File: src/rtl/sgnmpy_rnd_if.sv
// Operand/result bundle for the signed rounding multiplier.
// The driver side (master) issues operands, mode and sideband each enabled
// cycle; the multiplier side (slave) returns the rounded, saturated product
// with the sideband bit delayed to line up with it.
interface sgnmpy_rnd_if #(
   parameter int NA   = 14,
   parameter int NB   = 16,
   parameter int NOUT = 16
);

   logic                   i_ce;
   logic signed [NA-1:0]   i_a;
   logic signed [NB-1:0]   i_b;
   logic                   i_rnd;
   logic                   i_aux;
   logic signed [NOUT-1:0] o_p;
   logic                   o_sat;
   logic                   o_aux;

   modport master (
      output i_ce, i_a, i_b, i_rnd, i_aux,
      input  o_p, o_sat, o_aux
   );

   modport slave (
      input  i_ce, i_a, i_b, i_rnd, i_aux,
      output o_p, o_sat, o_aux
   );

endinterface

File: src/rtl/sgnmpy_rnd.sv
// Pipelined signed multiplier: sign/magnitude split, unsigned product over
// MPYDLY stages, re-sign, then convergent rounding or floor truncation down
// to NOUT bits with positive saturation. Every register advances on i_ce and
// clears on a synchronous active-low reset. Latency is MPYDLY+3 enabled edges.
module sgnmpy_rnd #(
   parameter int NA     = 14,
   parameter int NB     = 16,
   parameter int NOUT   = 16,
   parameter int MPYDLY = 3
) (
   input logic         i_clk,
   input logic         i_reset_n,
   sgnmpy_rnd_if.slave bus
);

   localparam int NP = NA + NB;
   localparam int D  = NA + NB - 1 - NOUT;
   localparam int W1 = NP + 1;

   localparam logic signed [W1-1:0] MAX_P   = W1'((64'sd1 <<< (NOUT - 1)) - 64'sd1);
   localparam logic [NOUT-1:0]      MAX_OUT = {1'b0, {(NOUT - 1){1'b1}}};

   // magnitudes of the incoming operands; the most negative value maps to 2^(N-1)
   logic [NA-1:0] abs_a;
   logic [NB-1:0] abs_b;

   assign abs_a = bus.i_a[NA-1] ? ({NA{1'b0}} - bus.i_a) : bus.i_a;
   assign abs_b = bus.i_b[NB-1] ? ({NB{1'b0}} - bus.i_b) : bus.i_b;

   // stage 1 registers
   logic [NA-1:0] mag_a_r;
   logic [NB-1:0] mag_b_r;
   logic          sign_s1;
   logic          rnd_s1;
   logic          aux_s1;

   // product stages with matching sideband delay lines
   logic [NP-1:0] prod_pipe [MPYDLY];
   logic          sign_pipe [MPYDLY];
   logic          rnd_pipe  [MPYDLY];
   logic          aux_pipe  [MPYDLY];

   // re-signed product stage
   logic signed [NP-1:0] p_r;
   logic                 rnd_r;
   logic                 aux_r;

   // output stage
   logic signed [NOUT-1:0] p_out_r;
   logic                   sat_out_r;
   logic                   aux_out_r;

   // rounding datapath, one bit wider than the product so the tie carry cannot wrap
   logic signed [W1-1:0] p_ext;
   logic signed [W1-1:0] bias;
   logic signed [W1-1:0] rnd_sum;
   logic signed [W1-1:0] r_full;

   assign p_ext = {p_r[NP-1], p_r};

   // half-even bias: 2^(D-1)-1 plus the bit that becomes the result LSB, nothing when D is zero
   generate
      if (D > 0) begin : g_round
         localparam logic [W1-1:0] HALF_M1 = W1'((64'd1 << (D - 1)) - 64'd1);
         assign bias = rnd_r ? (HALF_M1 + {{(W1 - 1){1'b0}}, p_r[D]}) : '0;
      end else begin : g_noround
         assign bias = '0;
      end
   endgenerate

   // add the rounding bias and drop the D low bits with an arithmetic shift
   always_comb begin
      rnd_sum = '0;
      r_full  = '0;
      rnd_sum = p_ext + bias;
      r_full  = rnd_sum >>> D;
   end

   // whole pipeline: reset clears every stage, otherwise advance only on clock enable
   always_ff @(posedge i_clk) begin
      if (!i_reset_n) begin
         mag_a_r   <= '0;
         mag_b_r   <= '0;
         sign_s1   <= 1'b0;
         rnd_s1    <= 1'b0;
         aux_s1    <= 1'b0;
         for (int k = 0; k < MPYDLY; k++) begin
            prod_pipe[k] <= '0;
            sign_pipe[k] <= 1'b0;
            rnd_pipe[k]  <= 1'b0;
            aux_pipe[k]  <= 1'b0;
         end
         p_r       <= '0;
         rnd_r     <= 1'b0;
         aux_r     <= 1'b0;
         p_out_r   <= '0;
         sat_out_r <= 1'b0;
         aux_out_r <= 1'b0;
      end else if (bus.i_ce) begin
         mag_a_r <= abs_a;
         mag_b_r <= abs_b;
         sign_s1 <= bus.i_a[NA-1] ^ bus.i_b[NB-1];
         rnd_s1  <= bus.i_rnd;
         aux_s1  <= bus.i_aux;

         prod_pipe[0] <= {{NB{1'b0}}, mag_a_r} * {{NA{1'b0}}, mag_b_r};
         sign_pipe[0] <= sign_s1;
         rnd_pipe[0]  <= rnd_s1;
         aux_pipe[0]  <= aux_s1;
         for (int k = 1; k < MPYDLY; k++) begin
            prod_pipe[k] <= prod_pipe[k-1];
            sign_pipe[k] <= sign_pipe[k-1];
            rnd_pipe[k]  <= rnd_pipe[k-1];
            aux_pipe[k]  <= aux_pipe[k-1];
         end

         p_r   <= sign_pipe[MPYDLY-1] ? ({NP{1'b0}} - prod_pipe[MPYDLY-1])
                                      : prod_pipe[MPYDLY-1];
         rnd_r <= rnd_pipe[MPYDLY-1];
         aux_r <= aux_pipe[MPYDLY-1];

         if (r_full > MAX_P) begin
            p_out_r   <= MAX_OUT;
            sat_out_r <= 1'b1;
         end else begin
            p_out_r   <= r_full[NOUT-1:0];
            sat_out_r <= 1'b0;
         end
         aux_out_r <= aux_r;
      end
   end

   assign bus.o_p   = p_out_r;
   assign bus.o_sat = sat_out_r;
   assign bus.o_aux = aux_out_r;

endmodule

File: src/flat_wrapper.sv
// flat-port wrapper written by rule: the top's interface ports become plain ports
module sgnmpy_rnd_flat 
#(
   parameter int NA     = 14,
   parameter int NB     = 16,
   parameter int NOUT   = 16,
   parameter int MPYDLY = 3
)
  (i_clk, i_reset_n, bus_i_ce, bus_i_a, bus_i_b, bus_i_rnd, bus_i_aux, bus_o_p, bus_o_sat, bus_o_aux);
  sgnmpy_rnd_if #(.NA(NA), .NB(NB), .NOUT(NOUT)) bus_i ();
  input logic i_clk;
  input logic i_reset_n;
  input wire logic [$bits(bus_i.i_ce)-1:0] bus_i_ce;
  input wire logic [$bits(bus_i.i_a)-1:0] bus_i_a;
  input wire logic [$bits(bus_i.i_b)-1:0] bus_i_b;
  input wire logic [$bits(bus_i.i_rnd)-1:0] bus_i_rnd;
  input wire logic [$bits(bus_i.i_aux)-1:0] bus_i_aux;
  output wire logic [$bits(bus_i.o_p)-1:0] bus_o_p;
  output wire logic [$bits(bus_i.o_sat)-1:0] bus_o_sat;
  output wire logic [$bits(bus_i.o_aux)-1:0] bus_o_aux;
  assign bus_i.i_ce = bus_i_ce;
  assign bus_i.i_a = bus_i_a;
  assign bus_i.i_b = bus_i_b;
  assign bus_i.i_rnd = bus_i_rnd;
  assign bus_i.i_aux = bus_i_aux;
  assign bus_o_p = bus_i.o_p;
  assign bus_o_sat = bus_i.o_sat;
  assign bus_o_aux = bus_i.o_aux;
  sgnmpy_rnd #(.NA(NA), .NB(NB), .NOUT(NOUT), .MPYDLY(MPYDLY)) u_core (.i_clk(i_clk), .i_reset_n(i_reset_n), .bus(bus_i));
endmodule
File: config.mk
export PLATFORM = sky130hd
export DESIGN_NAME = sgnmpy_rnd_flat
export DESIGN_NICKNAME = d
export VERILOG_FILES = /design/src/rtl/sgnmpy_rnd_if.sv /design/src/rtl/sgnmpy_rnd.sv /design/src/flat_wrapper.sv
export SDC_FILE = /design/constraint.sdc
export NUM_CORES = 1
export LEC_CHECK = 0
export CAP_MARGIN = 0
export CORE_ASPECT_RATIO = 0.75
export CORE_MARGIN = 5
export CORE_UTILIZATION = 35
export CTS_CLUSTER_SIZE = 24
export DETAILED_ROUTE_END_ITERATION = 10
export DONT_BUFFER_PORTS = 1
export PLACE_DENSITY = 0.51
export SYNTH_ARGS = -nofsm -noshare
export SYNTH_HDL_FRONTEND = slang
export SYNTH_SLANG_ARGS = --single-unit
File: constraint.sdc
create_clock -name i_clk -period 15.86 [get_ports i_clk]
set_input_delay 1.586 -clock i_clk [delete_from_list [all_inputs] [get_ports i_clk]]
set_output_delay 1.586 -clock i_clk [all_outputs]
set_load 0.01 [all_outputs]
==> results of run 1 <==
-- logic make-up (layout without fill, tap and decap cells) --
family	Yosys count	in the layout	share of synthesized area (%)
AND/OR/NAND/NOR	530	530	17.2
buffers and inverters	283	238	6.96
adder cells (fa/ha/maj)	274	274	30.6
AO/OA/AOI/OAI	208	208	8.91
flip-flops	182	182	30.4
XOR/XNOR	87	87	4.99
multiplexers	16	16	1.05
-- stage by stage --
stage | utilization, % | cells | total power, mW
6_report | 37.7 | 2113 | 1.29
5_1_grt | 37.7 | 2113 | 1.37
4_1_cts | 37.7 | 2113 | 1.31
3_5_place_dp | 36.4 | 2081 | 0.879
3_3_place_gp | 36.4 | 2081 | 0.877
2_1_floorplan | - | 1580 | 0.794
-- area by class of cell --
class | count | share of cell area (%)
clock buffer | 17 | 2.61
inverter | 200 | 4.61
multi-input combinational | 1115 | 58.7
clock inverter | 15 | 0.996
timing repair buffer | 6 | 0.276
tap | 578 | 4.43
sequential | 182 | 28.4
-- power by group through the flow --
stage	registers (mW)	logic (mW)	clock network, mW
2_1_floorplan	0.561	0.233	0
3_3_place_gp	0.591	0.286	0
3_5_place_dp	0.592	0.287	0
4_1_cts	0.582	0.291	0.438
5_1_grt	0.587	0.330	0.456
6_report	0.582	0.287	0.425
-- registers in the layout (all words and copies together) (netlist names) --
register and flops:
u_core.aux_r 1, u_core.sign_s1 1, u_core.aux_pipe 3, u_core.prod_pipe 90, u_core.bus.o_sat 1, u_core.bus.o_p 16
u_core.rnd_pipe 3, u_core.sign_pipe 3, u_core.rnd_r 1, u_core.mag_a_r 14, u_core.mag_b_r 16, u_core.rnd_s1 1
u_core.p_r 30, u_core.aux_s1 1, u_core.bus.o_aux 1
-- synth_stat cells, types with 13 or more instances --
| cell type | number | area share (%) |
|---|---|---|
| inv_1 | 199 | 4.9 |
| and3_1 | 79 | 3.2 |
| a211oi_1 | 34 | 1.7 |
| xor2_1 | 52 | 3.0 |
| clkbuf_1 | 76 | 1.9 |
| edfxtp_1 | 99 | 19 |
| fa_1 | 165 | 22 |
| o211ai_1 | 13 | 0.64 |
| o21ai_0 | 64 | 2.1 |
| nor2_1 | 89 | 2.2 |
| and2_1 | 106 | 4.3 |
| mux2i_1 | 16 | 1.0 |
| nand2_1 | 191 | 4.7 |
| a21oi_1 | 31 | 1.0 |
| o31ai_1 | 17 | 0.84 |
| xnor2_1 | 35 | 2.0 |
| dfxtp_1 | 83 | 11 |
| ha_1 | 109 | 8.9 |
-- critical path: stages (launching register included) --
cell and delay (ps):
dfxtp_1 730, nand2_1 170, fa_1 540, fa_1 560
inv_1 80, fa_1 520, fa_1 530, fa_1 550
inv_1 50, fa_1 530, inv_1 40, ha_1 380
nand2_1 70, a2111oi_0 350, a32oi_1 150, a311oi_1 620
a31oi_1 200, nand2b_1 240, a311o_1 340
-- worst min-delay path by stage --
stage	start	endpoint	slack, ps
after floorplan	u_core.p_r[10]	u_core.p_r[10]	430
after global placement	u_core.p_r[10]	u_core.p_r[10]	450
after detailed placement	u_core.p_r[10]	u_core.p_r[10]	460
after CTS	u_core.p_r[10]	u_core.p_r[10]	480
after global routing	u_core.aux_pipe[2]	u_core.aux_r	520
final	u_core.p_r[10]	u_core.p_r[10]	470
-- per-layer routing --
metal | global-route usage [%] | routed length (µm) | vias to the layer above
met5 | 0 | 0 | -
met4 | 3.57 | 502 | 0
met3 | 4.95 | 2440 | 34
met2 | 23.2 | 15600 | 194
met1 | 24.9 | 19800 | 5201
li1 | - | - | 5102
==> results.cfg, run 1 <==
[outcome]
outcome = finished, final reports clean

[clocking]
clock_sinks = 182
cts_buffers = 17
hold_buffers = 0
post-cts-setup-buffers = 0
clock_path_buffers = 2
htreeDepth = 4
root_buffer = clkbuf_16
cts_tree = yes
clk_pin_slew_ps = 80
clkLatencyLatePin_ps = 460
post_cts_resized = 0

[synthesis]
synth_edf_count = 99
synth_nets = 1889
synthCells = 1580
async_flop_share_pct = 0
synth-seq-cells = 182
ys_seq_area_share_pct = 30.4
ys_types = 61
netlist_area_um2 = 15300
syn_area_per_cell_um2 = 9.66
yosys_warnings = 0
synthFlopType = edfxtp_1

[pwr]
p_int_mw = 0.873
leakagePower_nw = 7.58
clockPowerShare_pct = 32.9
p_comb_share_pct = 22.1
pwr_density_cell_nw_per_um2 = 79.3
sequentialPowerShare_pct = 45.0
vdd_drop_max_v = 0.0000740
switching_power_mw = 0.421
sw_frac_of_total_pct = 32.6

[grt]
overflow = 0
grt_max_degree = 157
grt_pass1_wl_mm = 61.7
grt.total_usage_pct = 16.5
grt_pass1_vias = 10600
antenna_found_initial = 1

[setup_path]
r2r-end = u_core.prod_pipe[0][23]
crit-reg2reg-launch = u_core.mag_b_r[0]
cp.required_ps = 16060
endpoint = u_core.prod_pipe[0][23]
worst_setup_path_start_kind = register
crit_path_end_kind = register
startpoint = u_core.mag_b_r[0]
reg2reg_setup_slack_ps = 8950
reg2reg_depth = 18
cp.arrival_ps = 7110
crit_fanout = 15
critPathKind = register to register

[layout]
seqCellArea_um2 = 4630
multi_input_area_um2 = 9580
antenna_cells = 0
final_area_um2 = 16300
fin_nets = 1831
layout-drive-gt1-share_pct = 3.26
area_growth_pct = 6.90
nFillCells = 4359
final_cell_mix = inv_1 (198), nand2_1 (190), fa_1 (165)
layout_commonest_cell = inv_1

[place]
hpwl_mm = 29.0
portBuffers = 0
gpl.final_weighted_congestion = 0.856
place_area_um2 = 15700
dp_slack_ps = 9020

[timing]
rsz0062_at_grt = false
fmax_ghz = 0.145
hold_viol = 0
fin_crit_ps = 6910
finalSetupViolCount = 0
worst_slack_ps = 8950
skew_ps = 15.0
finalSetupTns_ps = 0
slew-limit-headroom_pct = 29.1
fin_crit_sh_pct = 43.6
holdWs_ps = 473
slew_violations = 0
tightest_slew_ps = 1060

[worst_hold_path]
whs_path_depth = 2
hold_path.class = register to register

[floorplanning]
dieHeight_um = 191
rows = 66
top_level_ports = 53
die_w_um = 251
core_area_um2 = 43300
initial_core_util_pct = 35.3
dieArea_um2 = 47900

[detailed_routing]
post_drt_via_cell_ratio = 4.98
drtIter0Drc = 688
drt_pass1_iterations = 5
vias = 10500
route.antenna.remaining_nets = 0
routed_wl_mm = 38.4
wl_per_cell_um = 18.2
drc_errors = 0

[flow_run]
max_cap_viol_count = 0
(Power assumes the default switching activity.)
==> inputs of run 2 (changes only) <==
clock period = 7.2 ns   (was 15.86 ns; I/O delays follow)
==> run 2 against run 1 <==
Die area stayed put. Sequential power is 120% higher. Utilization grew 0.22 points. Clock power up 110%. Non-clock buffer count up 16. Flip-flop and latch count stayed put. Register-to-register slack worse by 8500 ps. Largest cell class unchanged. Power grew 120%. Setup slack got worse by 8500 ps. Sequential share of layout area shrank 0.16 points. Global-route usage increased by 0.41 points. Cell count is 0.76% higher.
==> results.cfg, run 2 (synthesis gave the netlist of run 1 again) <==
[layout]
antenna_cells = 0
layout_commonest_cell = inv_1
reg.largest.list = u_core.prod_pipe x90, u_core.p_r x30
largest_reg_flops = 90
final_cell_mix = inv_1 (198), nand2_1 (190), fa_1 (165)
layout-drive-gt1-share_pct = 4.26
fin_nets = 1847
top_register = u_core.prod_pipe
area_growth_pct = 7.52
final_area_um2 = 16400

[timing]
slew_violations = 0
fmax_ghz = 0.148
worst_slack_ps = 442
hold_viol = 0
skew_ps = 17.7
rsz0062_at_grt = false
holdWs_ps = 362
tightest_slew_ps = 1010
finalSetupViolCount = 0
finalSetupTns_ps = 0
fin_crit_ps = 6760
fin_crit_sh_pct = 93.9
slew-limit-headroom_pct = 32.2

[setup_path]
crit_path_end_kind = register
reg2reg_setup_slack_ps = 440
max_stage_delay_ps = 780
crit_chain = nand2_1, fa_1, fa_1, inv_1, fa_1, fa_1, fa_1, inv_1, fa_1, inv_1, ha_1, nand2_1, a2111oi_0, a32oi_1, a311oi_1, buf_4, a31oi_1, nand2b_1, a311o_1
worst_setup_path_start_kind = register
slowest_stage = dfxtp_1
cp.arrival_ps = 6950
cp.required_ps = 7400
crit_fanout = 17
critPathKind = register to register
critical-path-top-delay-family = adder cells
crit_top_cell = fa_1
cp_num_buf_inv = 4

[grt]
antenna_found_initial = 1
grt_pass1_wl_mm = 63.2
grt.total_usage_pct = 16.9
grt_max_degree = 157
overflow = 0
grt_pass1_vias = 10700

[clocking]
root_buffer = clkbuf_16
clk_pin_slew_ps = 80
post_cts_resized = 0
hold_buffers = 0
clock_sinks = 182
clock_path_buffers = 2
clkLatencyLatePin_ps = 460
cts_tree = yes
post-cts-setup-buffers = 0
htreeDepth = 4
cts_buffers = 17

[detailed_routing]
wl_per_cell_um = 18.2
vias = 10600
drc_errors = 0
drtIter0Drc = 754
drt_pass1_iterations = 6
post_drt_via_cell_ratio = 5.00
routed_wl_mm = 38.8
route.antenna.remaining_nets = 0

[pwr]
vdd_drop_max_v = 0.000164
leakagePower_nw = 7.65
power_mw = 2.83
pwr_density_cell_nw_per_um2 = 172

[floorplanning]
initial_core_util_pct = 35.3
die_w_um = 251
dieHeight_um = 191
core_area_um2 = 43300
top_level_ports = 53
rows = 66
dieArea_um2 = 47900

[place]
dp_slack_ps = 583
portBuffers = 0
hpwl_mm = 29.6
gpl.final_weighted_congestion = 0.874
place_area_um2 = 15900

[worst_hold_path]
hold_path.class = primary input to register

[outcome]
outcome = finished, final reports clean

[flow_run]
max_cap_viol_count = 0
==> run 2: cell types whose count changed in the layout (fill, tap and decap cells not counted), sizes merged <==
| cell | previous run | this run |
|---|---|---|
| buf | 6 | 22 |
| bufinv | 1 | 0 |
| clkinv | 7 | 6 |
| inv | 207 | 208 |
| clkinvlp | 0 | 1 |
==> run 2: layout make-up <==
type                            instances  area, µm²
Inverter                              200        753
Clock inverter                         15        138
Clock buffer                           17        425
Tap cell                              578        723
Sequential cell                       182       4630
Fill cell                            4351      26900
Multi-Input combinational cell       1115       9580
Timing Repair Buffer                   22        165
==> run 2: worst paths after layout <==
path	from	endpoint	depth (start not counted)
max	u_core.mag_a_r[13]	u_core.prod_pipe[0][23]	19
min	bus_i_ce	u_core.p_r[27]	1
max reg2reg	u_core.mag_a_r[13]	u_core.prod_pipe[0][23]	19
min reg2reg	u_core.p_r[10]	u_core.p_r[10]	2
==> run 2: routing by layer <==
layer	share of wire, %	global-route usage (%)	vias to the layer above
met4	1.0	3.21	0
met2	41	23.7	257
met5	0	0	-
met1	50	25.6	5231
met3	7.8	5.41	31
li1	-	-	5119
==> run 2: power by group <==
group | leakage, nW | total (mW) | internal, mW | switching [mW]
Combinational | 5.59 | 0.647 | 0.262 | 0.385
Clock | 0.278 | 0.907 | 0.457 | 0.450
Sequential | 1.78 | 1.27 | 1.18 | 0.0989
==> run 2: metrics by stage <==
stage / util [%] / instances
6_report: 37.9 / 2129
3_3_place_gp: 36.6 / 2097
2_1_floorplan: - / 1580
4_1_cts: 37.9 / 2129
5_1_grt: 37.9 / 2129
3_5_place_dp: 36.6 / 2097
